===== src/rtl/pe_array_seq_pkg.sv =====
// Shared types and helpers for the parametrised PE array and its config sequencer.
// Bus-width defaults are the values of the legacy Config_W / C_L_bus / R_Q / W_Q / A_bus.
package pe_array_seq_pkg;

    localparam int CONFIG_W = 80;
    localparam int C_L_BUS  = 32;
    localparam int R_Q      = 3;
    localparam int W_Q      = 3;
    localparam int A_BUS    = 144;

    typedef enum logic [2:0] {
        ST_IDLE,
        ST_LOAD,
        ST_INIT,
        ST_ARMED,
        ST_RUN
    } seq_state_t;

    function automatic int ceil_div(input int num, input int den);
        return (num + den - 1) / den;
    endfunction

    // Counter width that stays legal when only one value is ever needed.
    function automatic int cnt_w(input int n);
        return (n > 1) ? $clog2(n) : 1;
    endfunction

endpackage


===== src/rtl/PE_row.sv =====
// Behavioural model of one 3-column PE row: forwards CBG data onto the N/S links
// and exposes config, links, init and run on its LSU-side buses.
module PE_row
    import pe_array_seq_pkg::*;
#(
    parameter int DATA_W = 32,
    parameter int CFG_W  = CONFIG_W,
    parameter int CL_W   = C_L_BUS,
    parameter int RQ_W   = R_Q,
    parameter int WQ_W   = W_Q,
    parameter int AB_W   = A_BUS
) (
    input  logic              init,
    input  logic              run,
    input  logic [CFG_W-1:0]  cfg,
    input  logic [DATA_W-1:0] Nin,
    input  logic [DATA_W-1:0] Sin,
    input  logic [CL_W-1:0]   CBG_to_LSU_bus,
    output logic [DATA_W-1:0] Nout,
    output logic [DATA_W-1:0] Sout,
    output logic [RQ_W-1:0]   R_request,
    output logic [WQ_W-1:0]   W_request,
    output logic [AB_W-1:0]   LSU_addr_bus
);

    assign Nout         = DATA_W'(CBG_to_LSU_bus);
    assign Sout         = ~(DATA_W'(CBG_to_LSU_bus));
    assign R_request    = {RQ_W{run}};
    assign W_request    = {WQ_W{init}};
    assign LSU_addr_bus = AB_W'({Sin, Nin, cfg});

endmodule


===== src/rtl/pe_cfg_loader.sv =====
// Array sequencer: streams per-row config words in, pulses init, then runs the
// array for a programmed number of cycles.
module pe_cfg_loader
    import pe_array_seq_pkg::*;
#(
    parameter int ROWS   = 4,
    parameter int CFG_W  = CONFIG_W,
    parameter int WORD_W = 32,
    parameter int LEN_W  = 16
) (
    input  logic                  clk,
    input  logic                  rst,
    input  logic                  start,
    input  logic                  abort,
    input  logic                  cfg_valid,
    output logic                  cfg_ready,
    input  logic [WORD_W-1:0]     cfg_data,
    input  logic                  run_req,
    input  logic [LEN_W-1:0]      run_len,
    output logic                  busy,
    output logic                  armed,
    output logic                  done,
    output logic                  row_init,
    output logic                  row_run,
    output logic [ROWS*CFG_W-1:0] row_cfg
);

    localparam int BEATS   = ceil_div(CFG_W, WORD_W);
    localparam int BEAT_CW = cnt_w(BEATS);
    localparam int ROW_CW  = cnt_w(ROWS);
    localparam logic [BEAT_CW-1:0] LAST_BEAT = BEAT_CW'(BEATS - 1);
    localparam logic [ROW_CW-1:0]  LAST_ROW  = ROW_CW'(ROWS - 1);

    seq_state_t                   state;
    seq_state_t                   state_n;
    logic [BEAT_CW-1:0]           beat_cnt;
    logic [ROW_CW-1:0]            row_cnt;
    logic [LEN_W-1:0]             run_cnt;
    logic [BEATS-1:0][WORD_W-1:0] shadow;
    logic [BEATS-1:0][WORD_W-1:0] shadow_n;
    logic [CFG_W-1:0]             cfg_q [ROWS];
    logic                         beat_fire;
    logic                         row_done;
    logic                         reconfig;

    assign beat_fire = (state == ST_LOAD) && cfg_valid;
    assign row_done  = beat_fire && (beat_cnt == LAST_BEAT);
    assign reconfig  = start && ((state == ST_IDLE) || (state == ST_ARMED));

    // Shadow with the incoming beat merged in, so the final beat commits in the same cycle.
    always_comb begin
        // NOTE: every always_comb output gets a default first so no path can infer a latch.
        shadow_n           = shadow;
        shadow_n[beat_cnt] = cfg_data;
    end

    always_comb begin
        state_n = state;
        if (abort) begin
            state_n = ST_IDLE;
        end else begin
            case (state)
                ST_IDLE:  if (start) state_n = ST_LOAD;
                ST_LOAD:  if (row_done && (row_cnt == LAST_ROW)) state_n = ST_INIT;
                ST_INIT:  state_n = ST_ARMED;
                ST_ARMED: begin
                    if (start)                            state_n = ST_LOAD;
                    else if (run_req && (run_len != '0))  state_n = ST_RUN;
                end
                ST_RUN:   if (run_cnt == LEN_W'(1)) state_n = ST_ARMED;
                default:  state_n = ST_IDLE;
            endcase
        end
    end

    // NOTE: all state here uses <= so every flop samples pre-edge values whatever the statement order.
    always_ff @(posedge clk) begin
        if (rst) begin
            state     <= ST_IDLE;
            cfg_ready <= 1'b0;
            busy      <= 1'b0;
            armed     <= 1'b0;
            done      <= 1'b0;
            row_init  <= 1'b0;
            row_run   <= 1'b0;
            beat_cnt  <= '0;
            row_cnt   <= '0;
            run_cnt   <= '0;
            shadow    <= '0;
            // NOTE: the config array is a flop array, not RAM, so it can and must be cleared on reset.
            for (int r = 0; r < ROWS; r++) begin
                cfg_q[r] <= '0;
            end
        end else begin
            state     <= state_n;
            cfg_ready <= (state_n == ST_LOAD);
            busy      <= (state_n == ST_LOAD) || (state_n == ST_INIT) || (state_n == ST_RUN);
            armed     <= (state_n == ST_ARMED);
            row_init  <= (state_n == ST_INIT);
            row_run   <= (state_n == ST_RUN);
            done      <= 1'b0;

            if (abort || reconfig) begin
                // Committed rows survive; only in-flight load/run progress is dropped.
                beat_cnt <= '0;
                row_cnt  <= '0;
                run_cnt  <= '0;
                shadow   <= '0;
            end else begin
                case (state)
                    ST_LOAD: begin
                        if (beat_fire) begin
                            shadow <= shadow_n;
                            if (row_done) begin
                                beat_cnt       <= '0;
                                cfg_q[row_cnt] <= CFG_W'(shadow_n);
                                row_cnt        <= (row_cnt == LAST_ROW) ? '0 : row_cnt + 1'b1;
                            end else begin
                                beat_cnt <= beat_cnt + 1'b1;
                            end
                        end
                    end
                    ST_ARMED: begin
                        if (run_req) begin
                            if (run_len == '0) done    <= 1'b1;
                            else               run_cnt <= run_len;
                        end
                    end
                    ST_RUN: begin
                        run_cnt <= run_cnt - 1'b1;
                        if (run_cnt == LEN_W'(1)) done <= 1'b1;
                    end
                    default: ;
                endcase
            end
        end
    end

    for (genvar r = 0; r < ROWS; r++) begin : g_cfg_out
        assign row_cfg[r*CFG_W +: CFG_W] = cfg_q[r];
    end

endmodule


===== src/rtl/pe_array_seq.sv =====
// Parametrised PE array: ROWS chained PE_row instances with optional registered
// N/S links, driven by the on-array config/run sequencer.
module pe_array_seq
    import pe_array_seq_pkg::*;
#(
    parameter int ROWS    = 4,
    parameter int DATA_W  = 32,
    parameter int CFG_W   = CONFIG_W,
    parameter int WORD_W  = 32,
    parameter int CL_W    = C_L_BUS,
    parameter int RQ_W    = R_Q,
    parameter int WQ_W    = W_Q,
    parameter int AB_W    = A_BUS,
    parameter int PIPE_NS = 0,
    parameter int LEN_W   = 16
) (
    input  logic                 clk,
    input  logic                 rst,
    input  logic                 start,
    input  logic                 abort,
    input  logic                 cfg_valid,
    output logic                 cfg_ready,
    input  logic [WORD_W-1:0]    cfg_data,
    input  logic                 run_req,
    input  logic [LEN_W-1:0]     run_len,
    output logic                 busy,
    output logic                 armed,
    output logic                 done,
    input  logic [ROWS*CL_W-1:0] CBG_to_LSU_bus,
    output logic [ROWS*RQ_W-1:0] R_request,
    output logic [ROWS*WQ_W-1:0] W_request,
    output logic [ROWS*AB_W-1:0] LSU_addr_bus
);

    logic                  row_init;
    logic                  row_run;
    logic [ROWS*CFG_W-1:0] row_cfg;
    logic [DATA_W-1:0]     nout [ROWS];
    logic [DATA_W-1:0]     sout [ROWS];
    logic [DATA_W-1:0]     nin  [ROWS];
    logic [DATA_W-1:0]     sin  [ROWS];

    pe_cfg_loader #(
        .ROWS   (ROWS),
        .CFG_W  (CFG_W),
        .WORD_W (WORD_W),
        .LEN_W  (LEN_W)
    ) u_loader (
        .clk       (clk),
        .rst       (rst),
        .start     (start),
        .abort     (abort),
        .cfg_valid (cfg_valid),
        .cfg_ready (cfg_ready),
        .cfg_data  (cfg_data),
        .run_req   (run_req),
        .run_len   (run_len),
        .busy      (busy),
        .armed     (armed),
        .done      (done),
        .row_init  (row_init),
        .row_run   (row_run),
        .row_cfg   (row_cfg)
    );

    for (genvar r = 0; r < ROWS; r++) begin : g_row
        PE_row #(
            .DATA_W (DATA_W),
            .CFG_W  (CFG_W),
            .CL_W   (CL_W),
            .RQ_W   (RQ_W),
            .WQ_W   (WQ_W),
            .AB_W   (AB_W)
        ) u_row (
            .init           (row_init),
            .run            (row_run),
            .cfg            (row_cfg[r*CFG_W +: CFG_W]),
            .Nin            (nin[r]),
            .Sin            (sin[r]),
            .CBG_to_LSU_bus (CBG_to_LSU_bus[r*CL_W +: CL_W]),
            .Nout           (nout[r]),
            .Sout           (sout[r]),
            .R_request      (R_request[r*RQ_W +: RQ_W]),
            .W_request      (W_request[r*WQ_W +: WQ_W]),
            .LSU_addr_bus   (LSU_addr_bus[r*AB_W +: AB_W])
        );
    end

    // Hop h joins row h (south side) and row h+1 (north side).
    for (genvar h = 0; h < ROWS - 1; h++) begin : g_hop
        if (PIPE_NS != 0) begin : g_pipe
            logic [DATA_W-1:0] up_q;
            logic [DATA_W-1:0] dn_q;

            always_ff @(posedge clk) begin
                if (rst) begin
                    up_q <= '0;
                    dn_q <= '0;
                end else begin
                    up_q <= nout[h+1];
                    dn_q <= sout[h];
                end
            end

            assign sin[h]   = up_q;
            assign nin[h+1] = dn_q;
        end else begin : g_wire
            assign sin[h]   = nout[h+1];
            assign nin[h+1] = sout[h];
        end
    end

    assign nin[0]      = '0;
    assign sin[ROWS-1] = '0;

    // The outward-facing links of the end rows go nowhere.
    logic unused_edge_links;
    assign unused_edge_links = ^{nout[0], sout[ROWS-1]};

endmodule


===== config.mk =====
export PLATFORM = sky130hd
export DESIGN_NAME = pe_array_seq
export DESIGN_NICKNAME = d
export VERILOG_FILES = /design/src/rtl/pe_array_seq_pkg.sv /design/src/rtl/PE_row.sv /design/src/rtl/pe_cfg_loader.sv /design/src/rtl/pe_array_seq.sv
export SDC_FILE = /design/constraint.sdc
export NUM_CORES = 1
export LEC_CHECK = 0
export BUFFER_PORTS_ARGS = -buffer_cell sky130_fd_sc_hd__buf_2
export CORE_AREA = 8 8 301 303
export CTS_CLUSTER_DIAMETER = 50
export DETAILED_ROUTE_END_ITERATION = 8
export DIE_AREA = 0 0 309 311
export GPL_TIMING_DRIVEN = 0
export PLACE_DENSITY_LB_ADDON = 0.15
export SYNTH_ARGS = -nofsm -noshare
export SYNTH_HDL_FRONTEND = slang
export SYNTH_SLANG_ARGS = --single-unit

===== constraint.sdc =====
create_clock -name clk -period 14.68 [get_ports clk]
set_clock_uncertainty 0.2 [all_clocks]
set_input_delay 0.734 -clock clk [delete_from_list [all_inputs] [get_ports clk]]
set_output_delay 0.734 -clock clk [all_outputs]
set_load 0.05 [all_outputs]

; Word level (Yosys, flattened, before mapping)
; Memory sizes are Yosys's and may differ from the RTL's.
; Index checks and enable logic that the tools add are counted.
[totals]
inputBits = 182
mem_bits_rw = 320
output_inout_bits = 604
reg_bits = 125
latchBits = 0
mem_count = 1
rom_bits = 0
elab_cells = 84
[mem_list]
columns = name, words, word_bits, read_ports, rd_clocked_by_memory_dff, wr, line_no
row1 = u_loader.cfg_q, 4, 80, 4, 0, 4, pe_cfg_loader.sv:41  ; logic [CFG_W-1:0] cfg_q [ROWS];
[classes]
order_cmp = 2
n_mul = 0
n_reduce_logical = 19
n_bitwise = 3
n_eq_ne = 13
n_mux = 30
div_mod_pow = 0
addsub = 3
shift = 0
[op_table]
columns = operator, n
row1 = 96-bit bitwise mux, 1
row2 = 32-bit inverter, 3
row3 = 80-bit 2-to-1 mux, 1
row4 = 80-bit OR reduction, 1
row5 = 32-bit demux with 2-bit select, 1
row6 = 16-bit 2-to-1 mux, 2
row7 = 32-bit 2-to-1 mux, 1
row8 = 16-bit case mux with 2 select lines, 1
row9 = 3-bit 2-to-1 mux, 6
row10 = 16-bit by 1-bit equality test with 1-bit output (second input constant), 1
row11 = 16-bit zero test, 1
row12 = 16-bit nonzero test, 1
row13 = 16-bit by 1-bit subtractor with 16-bit output (second input constant), 1
row14 = 3-bit case mux with 5 select lines, 1
row15 = 3-bit by 2-bit equality test with 1-bit output (second input constant), 4
row16 = 1-bit 2-to-1 mux, 12
row17 = 3-bit by 1-bit equality test with 1-bit output (second input constant), 2
row18 = 3-bit equality test (second input constant), 2
row19 = 1-bit logical AND, 6
row20 = 2-bit 2-to-1 mux, 3
row21 = 3-bit AND reduction, 2
row22 = 2-bit by 1-bit adder with 2-bit output (second input constant), 2
row23 = 2-bit equality test (second input constant), 2
row24 = 1-bit logical OR, 4
row25 = 8 further kinds, 9

; Logic depth before layout (Yosys ltp)
[logic_depth]
word_depth = 11
depth_mapped = 8
mapped_depth_nobuf = 7

; Modules after synthesis
; Synthesis repeated with hierarchy kept, for this count alone.
[unflattened]
cells_unflattened = 2086
hier_area_um2 = 21946.0
[by_module_without_submodules]
columns = mod, seq_area_each_um2, area_per_inst_um2, n_inst, cells_per_inst
row1 = pe_cfg_loader, 11791.3, 15996.6, 1, 1229
row2 = PE_row, 0.0, 1486.4, 4, 214
row3 = pe_array_seq, 0.0, 3.8, 1, 1

; Worst setup path before layout
; No wires, ideal clock.
[synth_path]
path_kind = input to register
startpoint = in cfg_valid
endpoint = mem u_loader.cfg_q[3][0] (netlist name) (enable)
t_arrival_ns = 7.298
t_required_ns = 13.843
slack_ns = 6.545
stages = 4
cell_sequence = and4bb_1 > clkbuf_1 > nand2_1 > o31ai_1
[synth_rtl]
columns = item, line_no
row1 = start: declaration, pe_array_seq.sv:21  ; input logic cfg_valid,
row2 = end: declaration, pe_cfg_loader.sv:41

==> flow_summary.toml <==
[synthesis]
synth_seq_cells = 429
synth_edf_count = 320
synth.avg_cell_area_um2 = 11.8
synth_seq_area_share = 0.662
synth_cells = 1504
syn_area_um2 = 17800
ys_async_sr_fraction = 0
synth_cell_type_count = 56
ys_warn_count = 0
synth_ff_type = "edfxtp_1"

[clock_network]
clock-sinks = 429
root_buffer = "clkbuf_16"
clkLatencyLatePin_ns = 0.62
cts.clk_slew.worst_paths_ns = 0.05
cts_buffers = 60
htreeDepth = 2
ctsHoldBuffers = 0
cts.path.max_buffers = 3
cts_resized = 0
post-cts-setup-buffers = 0
cts_tree = "yes"

[placement]
dp_cells = 3419
gp_congestion = 0.802
place_hpwl_mm = 62.5
place_ws_ns = 9.77
port_buffers = 689

[layout]
nFillCells = 9083
drive_gt1_frac = 0.429
nNetsFinal = 2511
fin_cells = 3536
area_growth_pct = 41.3

[floorplan]
die_width_um = 309
io_pins = 786
start_util = 0.207
rows = 108
dieArea_um2 = 96100
die_h_um = 311
core_um2 = 85900

[timing]
whs_ns = 0.254
tightest_slew_ns = 1.25
hold_viol_final = 0
setup_tns_ns = 0
rsz0062_at_grt = "no"
layout_worst_path_cycle_share = 0.302
layout_setup_ws_ns = 10.24
finalCriticalPeriod_ns = 4.44
fmaxAchievable_mhz = 225
slew_viol_final = 0
setup_viol = 0
relSlewSlack = 0.169

[worst_setup_path]
critPathMaxFanout = 50
cp_data_required_time_ns = 14.75
critPathLaunchType = "flop"
critical_path_arrival_ns = 4.51
cp_common_cell = "buf_2"
critical_path_class = "reg -> reg"
crit_path_max_incr_delay_ns = 0.79
crit_slowest_cell = "nand2_1"
cp_cell_sequence = "buf_2 > xor2_1 > o2111ai_1 > buf_2 > nor2_1 > nand2_1 > clkbuf_1 > nand2_4 > buf_16"
end_kind = "flop"

[global_routing]
grt_antenna_before_repair = 11
grt_pass1_vias = 14900
track_usage = 0.154
grt-ovfl-total = 0
grt_max_degree = 53
grt_first_pass_wirelength_mm = 108

[detailed_routing]
drc = 0
drt_first_pass_iters = 7
drt_wl_total_mm = 77.6
wl_per_cell_um = 21.9
first_iter_violations = 613
vias = 13900
viasPerCell = 3.93
postRouteAntennaNets = 0

[flow_run]
cap_violations = 0

[power_and_ir_drop]
finalPower_w = 0.00325
leakagePower_nw = 11.0
p_per_area_nw_per_um2 = 129
vdd_drop_max_mv = 0.0850

[status]
status = "completed"

[min_path]
hold_class = "in -> reg"
report_power, final:
part / internal, W / total [W] / switching [W]
Combinational: 0.0000974 / 0.000467 / 0.000369
Clock: 0.000856 / 0.00144 / 0.000581
Sequential: 0.00133 / 0.00135 / 0.0000127
path summary, 6_finish.rpt:
check	endpoint	slack, ns	startpoint	cells past startpoint
worst max-delay path	u_loader.cfg_q[1][55]	10.24	u_loader.state[0]	9
worst min-delay path	u_loader.run_cnt[15]	0.25	run_len[15]	3
worst max register to register	u_loader.cfg_q[1][55]	10.24	u_loader.state[0]	9
worst min register to register	u_loader.shadow[53]	0.30	u_loader.shadow[53]	2
final cells by class:
class,count,area (µm²),area share
Sequential cell,429,11800,0.469
Buffer,261,1770,0.0702
Tap cell,1155,1450,0.0575
Timing Repair Buffer,697,3620,0.144
Clock inverter,37,413,0.0164
Multi-Input combinational cell,775,4140,0.164
Clock buffer,76,1590,0.0633
Antenna cell,4,10.0,0.000398
Inverter,102,383,0.0152
cells by family (layout without fill, tap and decap cells):
kind of cell,Yosys count,count (layout),synth area share
simple gates,495,495,0.113
xor+xnor,1,1,0.000492
flops,429,429,0.662
compound gates,129,129,0.0540
fa+ha+maj,3,3,0.00211
buf+inv,363,1173,0.121
other cells,1,68,0.000211
mux,83,83,0.0467
worst max-delay path, delay by kind of cell, from the launching register on:
kind                   cells  cell delay, ns
flip-flops                 1            0.31
AND/OR/NAND/NOR            3            1.35
AO/OA/AOI/OAI              1            0.28
buffers and inverters      4            1.70
XOR/XNOR                   1            0.12
placed cells by master, fill, tap and decap left out, types with 5 or more instances in the layout:
cell type   netlist  routed
buf_6             9       9
clkbuf_1         34      48
a21oi_1          14      14
o311ai_0          5       5
conb_1            1      64
buf_1            14      14
inv_1           102     102
a211oi_1         82      82
clkinv_2          0       7
nor2_1          430     430
buf_4           185     185
clkbuf_16         0      61
dfxtp_1         109     109
nand2_1          18      15
inv_8             0       8
buf_2            19     708
edfxtp_1        320     320
mux2i_1          82      82
nor3_1            8       8
nand3_1           8       8
clkinvlp_4        0       7
sequential cells by signal, indices dropped and copies added, names as in the netlist:
register,cells
u_loader.shadow,80
u_loader.armed,1
u_loader.row_run,1
u_loader.busy,1
u_loader.done,1
u_loader.run_cnt,16
u_loader.cfg_ready,1
u_loader.cfg_q,320
u_loader.row_init,1
u_loader.row_cnt,2
u_loader.state,3
u_loader.beat_cnt,2
stage by stage:
step	area (µm²)	util
detailed placement	23100	0.269
CTS	25100	0.293
global placement	22900	0.267
global route	25200	0.293
finish	25200	0.293
floorplan	18000	-
per-layer routing:
| layer | track usage | share of wire |
|---|---|---|
| met2 | 0.292 | 0.54 |
| met5 | 0 | 0.00015 |
| met1 | 0.169 | 0.38 |
| met3 | 0.0353 | 0.062 |
| met4 | 0.0420 | 0.024 |
cells in the mapped netlist (2+ instances only):
cell type | count | area [µm²]
clkbuf_1 | 34 | 128
and3_1 | 2 | 12.5
nor4_1 | 4 | 25.0
a21oi_1 | 14 | 70.1
nor4_2 | 4 | 50.1
nand2b_1 | 2 | 12.5
o31ai_1 | 2 | 15.0
o22a_1 | 2 | 17.5
buf_6 | 9 | 101
buf_4 | 185 | 1390
inv_1 | 102 | 383
o311ai_0 | 5 | 43.8
nand3_1 | 8 | 40.0
nand4_1 | 3 | 18.8
dfxtp_1 | 109 | 2180
or3b_1 | 2 | 17.5
a221oi_1 | 2 | 17.5
nand2_1 | 18 | 67.6
buf_1 | 14 | 52.6
mux2i_1 | 82 | 821
a31oi_1 | 4 | 25.0
o21ai_0 | 2 | 10.0
o21bai_1 | 2 | 15.0
edfxtp_1 | 320 | 9610
nor2b_1 | 3 | 18.8
a22oi_1 | 2 | 15.0
a211oi_1 | 82 | 616
or3_1 | 2 | 12.5
ha_1 | 3 | 37.5
buf_2 | 19 | 95.1
nor2_1 | 430 | 1610
nor3_1 | 8 | 40.0
Power figures use the tool's default switching activity.
